$ cat config.mk
export PLATFORM = sky130hd
export DESIGN_NAME = hood_display_arbiter
export DESIGN_NICKNAME = d
export VERILOG_FILES = /design/src/rtl/hood_display_arbiter.sv
export SDC_FILE = /design/constraint.sdc
export NUM_CORES = 1
export LEC_CHECK = 0
export ABC_CLOCK_PERIOD_IN_PS = 4400
export BUFFER_PORTS_ARGS = -buffer_cell sky130_fd_sc_hd__buf_4
export CORE_ASPECT_RATIO = 0.8
export CORE_MARGIN = 2
export CORE_UTILIZATION = 30
export CTS_CLUSTER_DIAMETER = 150
export DETAILED_ROUTE_END_ITERATION = 16
export PLACE_DENSITY_LB_ADDON = 0.25
export SYNTH_ARGS = -nofsm -noshare
export SYNTH_HDL_FRONTEND = slang
export SYNTH_SLANG_ARGS = --single-unit
$ cat constraint.sdc
create_clock -name clk -period 4.4 [get_ports clk]
set_input_delay 0.88 -clock clk [delete_from_list [all_inputs] [get_ports clk]]
set_output_delay 0.88 -clock clk [all_outputs]
set_load 0.02 [all_outputs]
$ cat src/rtl/hood_display_arbiter.sv
// ============================================================================
//  Module   : hood_display_arbiter
//  Purpose  : Shares the hood's 8-digit time display between current time,
//             extraction countdown and alarm, with priority, hold and blink.
//  Revision : 1.0 - initial release
// ============================================================================
`default_nettype none

module hood_display_arbiter #(
    parameter int unsigned HOLD_CYCLES  = 200_000_000,
    parameter int unsigned BLINK_CYCLES = 50_000_000,
    parameter logic [3:0]  BLANK_CODE   = 4'hE
) (
    input  logic        clk,
    input  logic        rst,
    input  logic [2:0]  req,
    input  logic [31:0] data0,
    input  logic [31:0] data1,
    input  logic [31:0] data2,
    output logic [2:0]  grant,
    output logic [31:0] time_data,
    output logic        switch_pulse,
    output logic        blink_phase
);

    localparam int HOLD_W  = (HOLD_CYCLES > 0) ? $clog2(HOLD_CYCLES + 1) : 1;
    localparam int BLINK_W = (BLINK_CYCLES > 1) ? $clog2(BLINK_CYCLES) : 1;

    localparam logic [HOLD_W-1:0]  c_hold_load = HOLD_W'(HOLD_CYCLES);
    localparam logic [BLINK_W-1:0] c_blink_last = BLINK_W'(BLINK_CYCLES - 1);

    // One-hot owner encoding doubles as the registered grant output
    localparam logic [2:0] ST_OWN0 = 3'b001;
    localparam logic [2:0] ST_OWN1 = 3'b010;
    localparam logic [2:0] ST_OWN2 = 3'b100;

    logic [2:0]         r_state;
    logic [HOLD_W-1:0]  r_hold;
    logic [BLINK_W-1:0] r_blink_cnt;
    logic               r_blink_phase;
    logic [31:0]        r_raw;
    logic [31:0]        r_time_data;
    logic               r_switch;

    logic [2:0]         w_state_next;
    logic [HOLD_W-1:0]  w_hold_next;
    logic [BLINK_W-1:0] w_blink_cnt_next;
    logic               w_blink_phase_next;
    logic [31:0]        w_raw_next;
    logic [31:0]        w_time_next;
    logic               w_switch;
    logic               w_expired;

    // The current-time source is always considered requesting
    logic w_unused_req0;
    assign w_unused_req0 = req[0];

    assign w_expired = (r_hold == '0);

    always_comb begin
        w_state_next       = r_state;
        w_hold_next        = r_hold;
        w_blink_cnt_next   = r_blink_cnt;
        w_blink_phase_next = r_blink_phase;
        w_raw_next         = r_raw;
        w_time_next        = r_time_data;

        case (r_state)
            ST_OWN0: begin
                if (req[2])      w_state_next = ST_OWN2;
                else if (req[1]) w_state_next = ST_OWN1;
            end
            ST_OWN1: begin
                if (req[2])                   w_state_next = ST_OWN2;
                else if (!req[1] && w_expired) w_state_next = ST_OWN0;
            end
            ST_OWN2: begin
                if (!req[2] && w_expired)
                    w_state_next = req[1] ? ST_OWN1 : ST_OWN0;
            end
            default: w_state_next = ST_OWN0;
        endcase

        w_switch = (w_state_next != r_state);

        if (w_switch && (w_state_next != ST_OWN0))
            w_hold_next = c_hold_load;
        else if (!w_expired)
            w_hold_next = r_hold - HOLD_W'(1);

        if ((w_state_next != ST_OWN2) || w_switch) begin
            w_blink_cnt_next   = '0;
            w_blink_phase_next = 1'b0;
        end else if (r_blink_cnt == c_blink_last) begin
            w_blink_cnt_next   = '0;
            w_blink_phase_next = ~r_blink_phase;
        end else begin
            w_blink_cnt_next   = r_blink_cnt + BLINK_W'(1);
        end

        // A non-default owner that has dropped its request keeps its last word
        case (w_state_next)
            ST_OWN1: if (w_switch || req[1]) w_raw_next = data1;
            ST_OWN2: if (w_switch || req[2]) w_raw_next = data2;
            default: w_raw_next = data0;
        endcase

        if (w_blink_phase_next)
            w_time_next = {BLANK_CODE, BLANK_CODE, w_raw_next[23:20],
                           BLANK_CODE, BLANK_CODE, w_raw_next[11:8],
                           BLANK_CODE, BLANK_CODE};
        else
            w_time_next = w_raw_next;
    end

    always_ff @(posedge clk) begin
        if (rst) begin
            r_state       <= ST_OWN0;
            r_hold        <= '0;
            r_blink_cnt   <= '0;
            r_blink_phase <= 1'b0;
            r_raw         <= '0;
            r_time_data   <= '0;
            r_switch      <= 1'b0;
        end else begin
            r_state       <= w_state_next;
            r_hold        <= w_hold_next;
            r_blink_cnt   <= w_blink_cnt_next;
            r_blink_phase <= w_blink_phase_next;
            r_raw         <= w_raw_next;
            r_time_data   <= w_time_next;
            r_switch      <= w_switch;
        end
    end

    assign grant        = r_state;
    assign time_data    = r_time_data;
    assign switch_pulse = r_switch;
    assign blink_phase  = r_blink_phase;

endmodule

`default_nettype wire

# After elaboration in Yosys (flattened, before gate mapping)

Cells that the tools add are included.

Register bits: 123
Logic and storage cells: 49

Add/sub/neg operators: 2
Equal/unequal tests: 10
Mux-type cells: 15
Bitwise logic cells: 1
Reductions and logical operators: 12

Operator list:

| operator                                             | number |
|---|---|
| 2-to-1 mux 32 bit                                    | 3 |
| case mux 32 bit (2 select lines)                     | 1 |
| 2-to-1 mux 28 bit                                    | 2 |
| logical NOT 28 bit                                   | 1 |
| subtractor 28 x 1 -> 28 bit (second input constant)  | 1 |
| adder 26 x 1 -> 26 bit (second input constant)       | 1 |
| equality test 26 bit (second input constant)         | 1 |
| 2-to-1 mux 3 bit                                     | 5 |
| case mux 3 bit (3 select lines)                      | 1 |
| equality test 3 x 2 -> 1 bit (second input constant) | 2 |
| equality test 3 bit (second input constant)          | 2 |
| OR reduction 2 bit                                   | 2 |
| equality test 3 x 1 -> 1 bit (second input constant) | 1 |
| logical AND 1 bit                                    | 3 |
| logical OR 1 bit                                     | 3 |
| != test 3 x 1 -> 1 bit (second input constant)       | 1 |
| != test 3 bit                                        | 1 |
| != test 3 bit (second input constant)                | 1 |
| OR reduction 3 bit                                   | 1 |
| logical NOT 1 bit                                    | 2 |
| 2-to-1 mux 1 bit                                     | 2 |
| 2-to-1 mux 2 bit                                     | 1 |
| != test 2 x 1 -> 1 bit (second input constant)       | 1 |
| NOT 1 bit                                            | 1 |

# Depth between registers and ports, before layout

Gate-level depths: netlist of the first run.

Word-level depth: 10
Gate-level depth with buffers: 11
Mapped depth without buffers: 9

# Least setup slack after synthesis of the first run

Ideal clock, no wire load.

Kind: input -> register
Start point: in req[2]
End point: reg r_time_data[6], in the netlist time_data[6]
Data arrival time: 2.849 ns
Path slack: 1.431 ns
Stages: 9
Buffers on the path: 2
Path through: clkbuf_1 nor2_1 and2_1 o32ai_1 a21oi_1 clkbuf_1 mux2i_1 o211ai_4 or2_1

Cells in the longest elaborated chain, start to end: 9
Elaborated cells on any way between the ends: 18
Classes of those cells: 4 x eq/ne; 9 x mux; 5 x reduce/logical

RTL lines:

| element                              | line     | text |
|---|---|---|
| start: declaration                   | 16       | `input logic [2:0] req,` |
| logical NOT 1 bit                    | 78       | `if (!req[2] && w_expired)` |
| logical AND 1 bit                    | 78       |  |
| 2-to-1 mux 3 bit                     | 78       |  |
| case mux 3 bit (3 select lines)      | 68       | `case (r_state)` |
| != test 3 bit                        | 84       | `w_switch = (w_state_next != r_state);` |
| logical OR 1 bit (on tied branches)  | 104, 103 |  |
| 2-to-1 mux 32 bit (on tied branches) | 104, 103 |  |
| case mux 32 bit (2 select lines)     | 102      | `case (w_state_next)` |
| 2-to-1 mux 32 bit (*)                | 108      | `if (w_blink_phase_next)` |
| end signal: assignment               | 131      | `r_time_data <= w_time_next;` |
| end: declaration                     | 42       | `logic [31:0] r_time_data;` |

Every way passes the cells marked *; elsewhere a longest branch is shown, timed or not.
A chain may end at the register's enable or synchronous reset.

# Worst setup path after layout of the first run

Start point: reg r_hold[10]
End point: reg r_time_data[3], in the netlist time_data[3]

Cells in the longest elaborated chain, start to end: 10
Elaborated cells on any way between the ends: 19
Classes of those cells: 4 x eq/ne; 9 x mux; 6 x reduce/logical

RTL lines:

| element                              | line     | text |
|---|---|---|
| start: declaration                   | 38       | `logic [HOLD_W-1:0] r_hold;` |
| start signal: assignment             | 127      | `r_hold <= w_hold_next;` |
| logical NOT 28 bit (*)               | 58       | `assign w_expired = (r_hold == '0);` |
| logical AND 1 bit                    | 75       | `else if (!req[1] && w_expired) w_state_next = ST_OWN0;` |
| 2-to-1 mux 3 bit                     | 75       |  |
| 2-to-1 mux 3 bit                     | 74       | `if (req[2]) w_state_next = ST_OWN2;` |
| case mux 3 bit (3 select lines) (*)  | 68       |  |
| != test 3 bit                        | 84       |  |
| logical OR 1 bit (on tied branches)  | 104, 103 |  |
| 2-to-1 mux 32 bit (on tied branches) | 104, 103 |  |
| case mux 32 bit (2 select lines)     | 102      |  |
| 2-to-1 mux 32 bit (*)                | 108      |  |

Marked as above.

==> run metrics, run 1 <==
status complete, no violations; CP max stage delay 0.69 ns; Die Area 0.01994 mm^2; Seq/Total Area, Yosys 0.4078; final setup margin 0.8536 ns; nets 846; CTS tree yes; Buffers & Inverters on Critical Path 1; CP Data Arrival Time 3.85 ns; sequential cell area 0.002302 mm^2; RSZ-0062 raised after global routing no; number of routed nets with antenna violations 0; highest-count cells in the layout ignoring fill and taps buf_4, dfxtp_1, nor2_1; Final Wtd Congestion 0.8132; clock root buffer clkbuf_16; CP required 4.70 ns; Skew-Pair Late Insertion Delay 0.41 ns; CTS max path bufs 2; router iterations before antenna repair 4; Detail Placement HPWL 10480 um; Syn Inst Count 626; Wirelength per Cell 14.99 um; share of layout cells above drive strength 1 0.2874; # clock sinks 115; PwrDens 473.5 mW/mm^2; Hold Crit Start r_hold[3]; Iter 0 DRT Violations 293; design area 0.007435 mm^2; critical path's slowest cell or4b_1; Post-Route Skew 0.008499 ns; post-layout minimum cycle time 3.546 ns; Core Region 0.01828 mm^2; Rel. slew slack 0.1783; Leak Pwr 2.957 nW; Fmax 282.0 MHz; first-pass GRT wire length 24560 um; fin crit share 0.8060; final setup TNS 0 ns; largest net degree at the start of global routing 47; cts bufs inserted 17; area growth from synthesis to layout 31.69%; Post-CTS Repair Setup Buffers 0; final wirelength 15110 um; Distinct cells, synth 63; # diodes 0; crit path kind reg2reg; Async SR Flop Fraction 0; CP Max Fanout 20; DR DRC count 0; vias in the first global route 4780; Rows 44; worst vdd ir 0.2765 mV; fillers 1889; ys flop type dfxtp_1; Multi-input gate area 0.003074 mm^2; crit end category flop; CP delay by family, top simple AND/OR/NAND/NOR gates; Worst-path clk slew 0.06 ns; Min-Delay Path Class reg2reg; CP Launch Type flop; Fin. Hold Viols 0; Die H 126.7 um; GRT Util Overall 0.1534; Net Count, Synth 730; CTS resizes 0; Overall Power 3.520 mW; antenna violations before repair 0; most used cell, CP or2_1; PortBufs 136; RR Startpoint r_hold[10]; Vias 4785; Die Width 157.4 um; max-cap viol count 0; Place WS 0.8879 ns; Max Transition Viols Final 0; Yosys warnings 0; commonest non-fill, non-tap cell in the layout buf_4; Mean Syn Cell Area 9.018 um^2; I/O pins 138; final setup fails 0; htree depth 4; GR Overflow Total 0; post-layout util 0.4068; Yosys reg bits 115; CP startpoint r_hold[10]; worst slew pin tran 1.228 ns; Syn Std Cell Area 0.005645 mm^2; vias per cell 4.747; cts hold-fix bufs 0; placed inst area 0.006812 mm^2; CP Cell Sequence or4_4, or4b_1, o311a_1, o21ai_2, or2_1, buf_4, o211ai_1, or2_1; Starting Density 0.3089; EDFF count, synth 0
## routing by layer
layer | up-vias | track usage | routed length [um]
met2 | 107 | 0.2245 | 6450
li1 | 2467 | - | -
met1 | 2201 | 0.2213 | 7717
met4 | 0 | 0.04278 | 139
met5 | - | 0 | 0
met3 | 10 | 0.04066 | 801
## path summary, 6_finish.rpt
check,end,slack [ns],cells after the start
worst max-delay path,time_data[3],0.85,8
worst min-delay path,r_hold[3],0.48,2
worst max register to register,time_data[3],0.85,8
worst min register to register,r_hold[3],0.48,2
## tightest hold or removal path, cell delays in order, from the launching register on
cell and delay (ns):
dfxtp_1 0.31, o21ai_0 0.07, a21oi_1 0.06
## cell families (layout without fill, tap and decap cells)
| logic type | count (synthesis) | after routing | synth area share |
|---|---|---|---|
| adders and majority gates | 3 | 3 | 0.006650 |
| DFF | 115 | 115 | 0.4078 |
| and+or+nand+nor | 226 | 226 | 0.2037 |
| buffers and inverters | 58 | 187 | 0.05053 |
| AOI/OAI and AO/OA | 127 | 127 | 0.1664 |
| xor gates and xnor gates | 48 | 48 | 0.07447 |
| muxes | 49 | 49 | 0.09043 |
## Yosys cell counts (13+ instances only)
library cell,n,area (um^2)
a22oi_1,13,97.59
xor2_1,24,210.2
mux2_2,15,168.9
a211o_1,14,122.6
a21oi_1,28,140.1
or2_1,15,93.84
nor3_1,13,65.06
xnor2_1,24,210.2
nand3_1,28,140.1
mux2i_1,33,330.3
nand2_1,42,157.7
clkbuf_1,29,108.9
dfxtp_1,115,2302
nor2_1,65,244.0
o21ai_0,26,130.1
## metrics by stage
step	hold WS [ns]	instances
after global placement	0.4595	976
after global routing	0.5113	1008
after CTS	0.4826	1008
final	0.4850	1008
after detailed placement	0.4722	976
after floorplan	0.4378	626
## power by group
part           internal (mW)  switching [mW]
logic                  0.371           0.440
registers               1.17          0.0800
clock network          0.908           0.552
## cell type report
class,instances,area share
Clock inverter,15,0.02659
Multi-Input combinational cell,453,0.4135
Inverter,12,0.006059
Sequential cell,115,0.3097
Clock buffer,17,0.05722
Tap cell,253,0.04258
Timing Repair Buffer,143,0.1444
## state kept, by name, indices dropped and copies added (netlist names)
register	count
blink_phase	1
grant	3
r_raw	32
r_blink_cnt	26
r_hold	28
time_data	24
switch_pulse	1
(Power assumes the default switching activity.)
==> inputs of run 2 (changes only) <==
--- a/config.mk
+++ b/config.mk
@@ -5,7 +5,8 @@
 export SDC_FILE = /design/constraint.sdc
 export NUM_CORES = 1
 export LEC_CHECK = 0
-export ABC_CLOCK_PERIOD_IN_PS = 4400
+export ABC_AREA = 1
+export ABC_CLOCK_PERIOD_IN_PS = 2900
 export BUFFER_PORTS_ARGS = -buffer_cell sky130_fd_sc_hd__buf_4
 export CORE_ASPECT_RATIO = 0.8
 export CORE_MARGIN = 2
==> constraint.sdc (replaced) <==
create_clock -name clk -period 2.9 [get_ports clk]
set_input_delay 0.58 -clock clk [delete_from_list [all_inputs] [get_ports clk]]
set_output_delay 0.58 -clock clk [all_outputs]
set_load 0.02 [all_outputs]
==> run 2 against run 1 <==
Register-to-register slack lost 0.50 ns. Sequential share of layout area is 2.7 points lower. Clock power grew 49%. Cell area increased by 9.6%. Clock skew increased by 0.0053 ns. Sequential power rose by 66%.
==> run metrics, run 2 <==
worst hold slack 0.4473 ns (-0.03768 ns); CP Data Arrival Time 2.84 ns (-1.01 ns); vias in the first global route 5817 (+22%); area growth from synthesis to layout 29.51%; vias per cell 4.481 (-5.6%); status complete, no violations; Distinct cells, synth 34 (-46%); CP Max Fanout 42 (+110%); Rel. slew slack 0.6479 (+0.4696); max reg flops 32 (unchanged); number of routed nets with antenna violations 0 (unchanged); Yosys top cell by area dfxtp_1; Min-Delay Path Class reg2reg; CP Launch Type flop; cts hold-fix bufs 0 (unchanged); Post-Route Skew 0.01379 ns (+0.005290 ns); Largest regs r_raw (32), r_hold (28), r_blink_cnt (26); Fmax 392.4 MHz (+39%); worst slew pin tran 0.5276 ns (-0.7004 ns); highest-count cells in the layout ignoring fill and taps nand2_1, inv_1, nand3_1; Die H 133.5 um (+5.4%); Detail Placement HPWL 11780 um (+12%); crit path kind reg2reg; Place WS 0.3370 ns (-0.5509 ns); largest cells by area after synthesis dfxtp_1, nand3_1, nand2_1; PwrDens 813.7 mW/mm^2 (+72%); worst vdd ir 0.3890 mV (+41%); Core Region 0.02064 mm^2 (+13%); sequential cell area 0.002302 mm^2 (unchanged); Starting Density 0.3048 (-0.004029); Syn Inst Count 974 (+56%); Rows 47 (+6.8%); top post-synthesis cells by count nand2_1, inv_1, nand3_1, dfxtp_1, nor2_1; Wirelength per Cell 12.60 um (-16%); Most flops, register r_raw; Yosys reg bits 115 (unchanged); share of layout cells above drive strength 1 0.1859 (-0.1015); Final Wtd Congestion 0.7860 (-3.3%); DR DRC count 0 (unchanged); I/O pins 138 (unchanged); # clock sinks 115 (unchanged); antenna violations before repair 0 (unchanged); Max Transition Viols Final 0 (unchanged); fillers 2194 (+16%); RSZ-0062 raised after global routing no; Net Count, Synth 1078 (+48%); Die Area 0.02216 mm^2 (+11%); CP required 3.19 ns (-1.51 ns); nets 1200 (+42%); router iterations before antenna repair 5 (+1); clock root buffer clkbuf_16; Leak Pwr 4.261 nW (+44%); final setup TNS 0 ns (unchanged); Fin. Hold Viols 0 (unchanged); final setup margin 0.3513 ns (-0.5023 ns); Mean Syn Cell Area 6.460 um^2 (-28%); EDFF count, synth 0 (unchanged); Seq/Total Area, Yosys 0.3659 (-0.04192); first-pass GRT wire length 28680 um (+17%); final setup fails 0 (unchanged); CTS max path bufs 2 (unchanged); Yosys warnings 0 (unchanged); cts bufs inserted 17 (unchanged); # diodes 0 (unchanged); Post-CTS Repair Setup Buffers 0 (unchanged); final wirelength 17350 um (+15%); max-cap viol count 0 (unchanged); Synth top area share 0.3659 (-0.04192); Vias 6170 (+29%); ys flop type dfxtp_1; GRT Util Overall 0.1595 (+0.006119); largest net degree at the start of global routing 43 (-8.5%); Multi-input gate area 0.002974 mm^2 (-3.3%); htree depth 4 (unchanged); GR Overflow Total 0 (unchanged); Die Width 165.9 um (+5.4%); Syn Std Cell Area 0.006292 mm^2 (+11%); Iter 0 DRT Violations 376 (+28%); CTS tree yes; non-filler cells, final 1377 (+37%); crit end category flop; Async SR Flop Fraction 0 (unchanged); PortBufs 136 (unchanged); post-layout minimum cycle time 2.549 ns (-0.9977 ns); fin crit share 0.8789 (+0.07285); CTS resizes 0 (unchanged); Skew-Pair Late Insertion Delay 0.42 ns (about the same); most instantiated library cell after synthesis nand2_1; commonest non-fill, non-tap cell in the layout nand2_1; # placed instances 1346 (+38%); Worst-path clk slew 0.05 ns (about the same)
-- run 2: cell types whose count changed after synthesis, moves of 12 or more --
| cell | change |
|---|---|
| inv_1 | +185 |
| nand2_1 | +174 |
| nand3_1 | +152 |
| mux2i_1 | -33 |
| o21ai_0 | -19 |
| xnor2_1 | -16 |
| mux2_2 | -15 |
| or2_1 | -15 |
| a211o_1 | -14 |
| nor2_1 | +14 |
| a22oi_1 | -13 |
| clkbuf_1 | -12 |
-- run 2: final cells by class --
| class | instances | share of cell area |
|---|---|---|
| Clock inverter | 12 | 0.01996 |
| Clock buffer | 19 | 0.05435 |
| Inverter | 199 | 0.09166 |
| Multi-Input combinational cell | 612 | 0.3650 |
| Sequential cell | 115 | 0.2825 |
| Tap cell | 269 | 0.04130 |
| Timing Repair Buffer | 151 | 0.1452 |
-- run 2: power by group --
part           switching [mW]  internal, mW
clock network           0.731          1.44
logic                    1.47         0.915
registers               0.190          1.88
-- run 2: per-stage QoR --
stage	area [um^2]	total power [mW]	util
after floorplan	6292	3.852	-
after global placement	7543	4.476	0.3655
after detailed placement	7543	4.493	0.3655
after CTS	8149	6.699	0.3948
after global routing	8149	7.112	0.3948
final	8149	6.631	0.3948
-- run 2: layer usage --
layer / GRT usage / vias up / routed length (um)
li1: - / 3232 / -
met1: 0.2204 / 2767 / 8681
met2: 0.2432 / 161 / 7495
met3: 0.03922 / 10 / 1024
met4: 0.05411 / 0 / 147
met5: 0 / - / 0
-- run 2: final timing paths --
check                               startpoint              to  slack, ns  cells past startpoint
worst max-delay path                 r_hold[0]   time_data[17]       0.35                     17
worst min-delay path            r_blink_cnt[0]  r_blink_cnt[0]       0.45                      1
worst max register to register       r_hold[0]   time_data[17]       0.35                     17
worst min register to register  r_blink_cnt[0]  r_blink_cnt[0]       0.45                      1
-- run 2: worst max-delay path: stages (launching register included) --
cell and delay, ns:
dfxtp_1 0.33, inv_1 0.08, ha_1 0.21, nand2_1 0.07
nor2_1 0.12, nand3_2 0.11, nor2_4 0.15, nand2_1 0.08
nand2_2 0.12, xor2_2 0.15, nand2_2 0.11, nor2_8 0.22
buf_12 0.23, nand3_1 0.10, nand3_1 0.11, nand3_1 0.06
nand2_1 0.09, nand2_1 0.06
-- run 2: kinds of logic (layout without fill, tap and decap cells) --
| group | after synthesis | after routing | synth area share |
|---|---|---|---|
| adder cells (fa/ha/maj) | 3 | 3 | 0.005966 |
| flip-flops | 115 | 115 | 0.3659 |
| AND/OR/NAND/NOR | 547 | 547 | 0.3973 |
| XOR/XNOR | 29 | 29 | 0.04156 |
| AO/OA/AOI/OAI | 33 | 33 | 0.02784 |
| buffers and inverters | 247 | 381 | 0.1615 |
